--- config.mk ---
export PLATFORM = sky130hd
export DESIGN_NAME = watch_adj_arbiter
export DESIGN_NICKNAME = d
export VERILOG_FILES = /design/src/rtl/watch_adj_arbiter.sv
export SDC_FILE = /design/constraint.sdc
export NUM_CORES = 1
export LEC_CHECK = 0
export CORE_UTILIZATION = 40
export CTS_BUF_LIST = sky130_fd_sc_hd__clkbuf_8
export DETAILED_ROUTE_END_ITERATION = 6
export GPL_ROUTABILITY_DRIVEN = 1
export MAX_ROUTING_LAYER = met4
export PLACE_DENSITY_LB_ADDON = 0.05
export SYNTH_ARGS = -nofsm -noshare
export SYNTH_HDL_FRONTEND = slang
export SYNTH_SLANG_ARGS = --single-unit
export TNS_END_PERCENT = 1
--- constraint.sdc ---
create_clock -name clk -period 2 [get_ports clk]
set_input_delay 0.2 -clock clk [delete_from_list [all_inputs] [get_ports clk]]
set_output_delay 0.2 -clock clk [all_outputs]
set_load 0.1 [all_outputs]
--- src/rtl/watch_adj_arbiter.sv ---
// watch_adj_arbiter: round-robin arbiter of button/UART time-adjust requests onto spaced single-cycle increment pulses
module watch_adj_arbiter #(
    parameter int GAP_CYC = 4
) (
    input  logic       clk,
    input  logic       rst,
    input  logic       i_en,
    input  logic [2:0] i_btn_req,
    input  logic [2:0] i_uart_req,
    output logic       o_inc_sec,
    output logic       o_inc_min,
    output logic       o_inc_hour,
    output logic       o_btn_ack,
    output logic       o_uart_ack,
    output logic [2:0] o_btn_pend,
    output logic [2:0] o_uart_pend,
    output logic       o_busy
);
    typedef enum logic [1:0] {IDLE, ISSUE, GAP} state_t;
    state_t     r_state, w_next;
    logic [2:0] r_btn_pend, r_uart_pend, r_inc, w_src_pend, w_unit;
    logic       r_btn_ack, r_uart_ack, r_last_uart, w_pick_uart, w_grant;
    logic [7:0] r_cnt;
    assign w_pick_uart = |r_uart_pend && (!(|r_btn_pend) || !r_last_uart);
    assign w_src_pend  = w_pick_uart ? r_uart_pend : r_btn_pend;
    assign w_unit      = w_src_pend[2] ? 3'b100 : w_src_pend[1] ? 3'b010 : {2'b00, w_src_pend[0]};
    assign w_grant     = r_state == IDLE && i_en && |{r_btn_pend, r_uart_pend};
    always_comb begin
        w_next = (r_state == IDLE)  ? (w_grant ? ISSUE : IDLE) :
                 (r_state == ISSUE) ? (GAP_CYC == 1 ? IDLE : GAP) :
                                      (r_cnt == 8'd1 ? IDLE : GAP);
    end
    always_ff @(posedge clk) begin
        r_state <= rst ? IDLE : w_next;
    end
    // r_inc and the acks double as the registered grant during ISSUE
    always_ff @(posedge clk) begin
        if (rst) begin
            r_inc       <= '0;
            r_btn_ack   <= 1'b0;
            r_uart_ack  <= 1'b0;
            r_btn_pend  <= '0;
            r_uart_pend <= '0;
            r_last_uart <= 1'b1;
            r_cnt       <= '0;
        end else begin
            r_inc       <= w_grant ? w_unit : 3'b000;
            r_btn_ack   <= w_grant && !w_pick_uart;
            r_uart_ack  <= w_grant && w_pick_uart;
            r_btn_pend  <= (r_btn_pend & ~(r_btn_ack ? r_inc : 3'b000)) | i_btn_req;
            r_uart_pend <= (r_uart_pend & ~(r_uart_ack ? r_inc : 3'b000)) | i_uart_req;
            r_last_uart <= (r_state == ISSUE) ? r_uart_ack : r_last_uart;
            r_cnt       <= (r_state == ISSUE) ? 8'(GAP_CYC - 1) : (r_state == GAP) ? r_cnt - 8'd1 : r_cnt;
        end
    end
    assign o_inc_sec   = r_inc[0];
    assign o_inc_min   = r_inc[1];
    assign o_inc_hour  = r_inc[2];
    assign o_btn_ack   = r_btn_ack;
    assign o_uart_ack  = r_uart_ack;
    assign o_btn_pend  = r_btn_pend;
    assign o_uart_pend = r_uart_pend;
    assign o_busy      = r_state != IDLE;
endmodule

==> results by group <==
Power and ir drop
  • Power Dens Cells: between 900 and 1000 nW/um2
  • Pleak: about 0.00050 uW
  • Overall power consumption: approximately 1100 uW
  • VDD IR max: roughly 0.0006 V

Critical path
  • Worst setup path endpoint: r_cnt[5]
  • Longest individual stage delay on the worst path: just over 0.5 ns
  • Nature of the critical path endpoint: register
  • Cell-by-cell listing of the critical path: inv_1, ha_1, or4b_4, or4_1, a21oi_1
  • Slowest CP cell: or4b_4
  • Reg2reg setup slack: between 0.3 and 0.4 ns
  • Reg2reg path depth: 5
  • Critical Path Fanout Max: 5
  • Sort of element at the start of the critical path: register
  • Arrival @ worst endpoint: roughly 1.9 ns
  • Crit path kind: register to register
  • Launching point of the worst reg2reg path: r_state[0]
  • Worst setup path startpoint: r_state[0]
  • Worst endpoint required time: roughly 2.2 ns
  • Terminus of the critical flop-to-flop path: r_cnt[5]

Yosys
  • Unique cell type count in the Yosys netlist: 27
  • Post-synthesis cell area: ~940 um2
  • Proportion of register bits with asynchronous set or reset after synthesis: 0%
  • Number of warnings issued by yosys: 0
  • Leading cell types by count after synthesis: 22 x dfxtp_1, 12 x a21oi_1, 11 x nor2_1, 8 x inv_1, 8 x nand2_1
  • Post-synthesis cell count: 107
  • Post-synth EDFFs: 0
  • Most used flip-flop cell after synthesis: dfxtp_1
  • FF+latch count, synth: 22
  • Largest area contributor in the netlist: dfxtp_1
  • Area share of the largest cell type after synthesis: 46.7%
  • Synthesized Nets: between 100 and 150
  • Synth top area cells: dfxtp_1 47%, ha_1 6.6%, a21oi_1 6.4%
  • Most common cell in the netlist: dfxtp_1
  • Mean instance size in the synthesized netlist: between 8 and 9 um2
  • Post-synthesis sequential area ratio: 46.7%

Final layout
  • Fraction of layout instances using a drive strength above 1: between 10% and 20%
  • Fraction of the core area covered by cells at the end of the flow: approximately 55%
  • Area added between synthesis and finish: 28.9%
  • Fin nets: 145
  • Area of all placed cells without fillers: around 1200 um2
  • Layout filler cell count: between 200 and 250
  • Diodes inserted: 0

Timing
  • Highest clock frequency the design can meet: just under 600 MHz
  • Minimum clock period: approximately 1.7 ns
  • Post-Route Hold Slack: 0.479 ns
  • Clk_skew: ~0.0012 ns
  • Final hold violations: 0
  • Fraction of the cycle the final worst path needs: approximately 85%
  • Slew margin rel.: 73.7%
  • Accumulated negative setup slack: 0 ns
  • Setup violation total in the final timing report: 0
  • Worst-Margin Slew: between 0.3 and 0.4 ns
  • Count of pins over their slew limit: 0
  • RSZ-0062 raised after global routing: false

CTS
  • Htree depth: 1
  • Clock tree buffer depth: 2
  • Clock root buffer master: clkbuf_8
  • Number of buffers added by the clock tree synthesis step: 3
  • CTS tree: yes
  • Clock latency at the later pin of the worst-skew pair: ~0.26 ns
  • CTS resizes: 0
  • # hold bufs at CTS: 0
  • Clock edge transition at the registers on the reported setup and hold paths: 0.07 ns
  • Post-CTS setup buffer count: 0
  • Clk sinks: 22

Route
  • Vias/cell: between 5 and 6
  • DRT Wirelength: ~1900 um
  • Number of remaining DRC errors: 0
  • Via count: slightly above 800
  • Detailed-router iteration count before antenna repair: 4
  • Average wire per cell in the routed design: 12.2 um
  • Post-route ant nets: 0
  • Number of design-rule violations left by the first detailed-router iteration: 7

Floorplanning
  • Full die area: 2560 um2
  • Height of the die: 50.6 um
  • IO Count: 21
  • Floorplan row count: 17
  • Initial Utilization: between 40% and 50%
  • Die Span X: approximately 51 um
  • Area of the placeable core: roughly 2200 um2

GRT
  • First-pass GRT wire length: 3260 um
  • Largest net degree at the start of global routing: 13
  • Vias in the first global route: ~750
  • Overall Global Routing Usage: between 15 and 20%
  • Antenna violations before repair: 0
  • Residual overflow from global routing: 0

Place
  • Final weighted congestion in routability-driven placement: slightly above 0.8
  • Port Buf Inserts: 20
  • Placed cell areas: approximately 1200 um2
  • DP Wirelength: between 1000 and 1500 um

Job
  • Max capacitance violation total: 0

Min path
  • Hold Path Class: register to register

Status
  • Outcome: finished, final reports clean
## cell families after synthesis
kind of cell / Yosys count / share of synthesized area [%]
fa+ha+maj: 5 / 6.63
xor+xnor: 1 / 0.929
compound gates: 31 / 20.2
simple gates: 38 / 21.6
flops: 22 / 46.7
buf+inv: 10 / 3.98
## layer usage
| layer | vias to the layer above | track usage, % | wire (um) |
|---|---|---|---|
| met5 | - | - | 0 |
| met3 | 7 | 3.94 | 82 |
| met1 | 367 | 19.4 | 874 |
| met4 | 0 | 12.0 | 73 |
| met2 | 26 | 28.4 | 897 |
| li1 | 421 | - | - |
## layout make-up
type / instances / area, um2 / share of cell area [%]
multi-input cells: 75 / 465 / 38.3
flip-flops and latches: 22 / 440 / 36.2
repair buffers: 21 / 190 / 15.6
clock buffers: 4 / 55.1 / 4.53
well taps: 28 / 35.0 / 2.88
inverters: 8 / 30.0 / 2.47
## critical path, delay by kind of cell (launching register included)
| family | cells | cell delay [ns] |
|---|---|---|
| AO/OA/AOI/OAI | 1 | 0.14 |
| adder cells (fa/ha/maj) | 1 | 0.18 |
| buffers and inverters | 1 | 0.08 |
| flip-flops | 1 | 0.32 |
| AND/OR/NAND/NOR | 2 | 0.92 |
## through the flow
step	instances	setup slack, ns
after floorplan	107	0.290
after global placement	154	0.364
after detailed placement	154	0.312
after CTS	158	0.299
after global routing	158	0.212
final	158	0.303
## worst min-delay path by stage
stage	from	end	slack, ns	cells past startpoint
floorplan	i_btn_req[0]	o_btn_pend[0]	0.32	2
global placement	r_cnt[5]	r_cnt[5]	0.46	2
detailed placement	r_cnt[5]	r_cnt[5]	0.46	2
finish	r_cnt[5]	r_cnt[5]	0.48	2
CTS	r_cnt[5]	r_cnt[5]	0.48	2
global route	r_cnt[7]	r_cnt[7]	0.50	2
## placed cells by master (no fill, tap or decap), drive strengths merged
| cell | Yosys | routed |
|---|---|---|
| nor2b | 3 | 3 |
| o21bai | 2 | 2 |
| xor2 | 1 | 1 |
| a21oi | 12 | 12 |
| or4 | 2 | 2 |
| ha | 5 | 5 |
| a31oi | 1 | 1 |
| o21ai | 6 | 6 |
| or4b | 1 | 1 |
| a311oi | 1 | 1 |
| nor2 | 11 | 11 |
| a32oi | 1 | 1 |
| o31ai | 3 | 3 |
| nand2 | 8 | 8 |
| buf | 0 | 13 |
| clkbuf | 2 | 4 |
| nand3b | 3 | 3 |
| clkdlybuf4s50 | 0 | 8 |
| dfxtp | 22 | 22 |
| and3 | 1 | 1 |
| a211oi | 2 | 2 |
| or2 | 1 | 1 |
| nor3 | 3 | 3 |
| or3 | 3 | 3 |
| a211o | 1 | 1 |
| nor3b | 1 | 1 |
| nor4b | 1 | 1 |
| inv | 8 | 8 |
| a21o | 2 | 2 |
## registers in the layout, indices dropped and copies added, names as in the netlist
name / count
r_cnt: 8
o_btn_pend: 3
o_uart_pend: 3
r_inc: 3
r_state: 2
o_btn_ack: 1
o_uart_ack: 1
r_last_uart: 1
## report_power, final
group / total [uW] / switching, uW / internal (uW)
clock network: 312 / 137 / 175
logic: 307 / 204 / 103
registers: 516 / 41.6 / 475
Note: power is estimated with default switching activity, not from simulation.
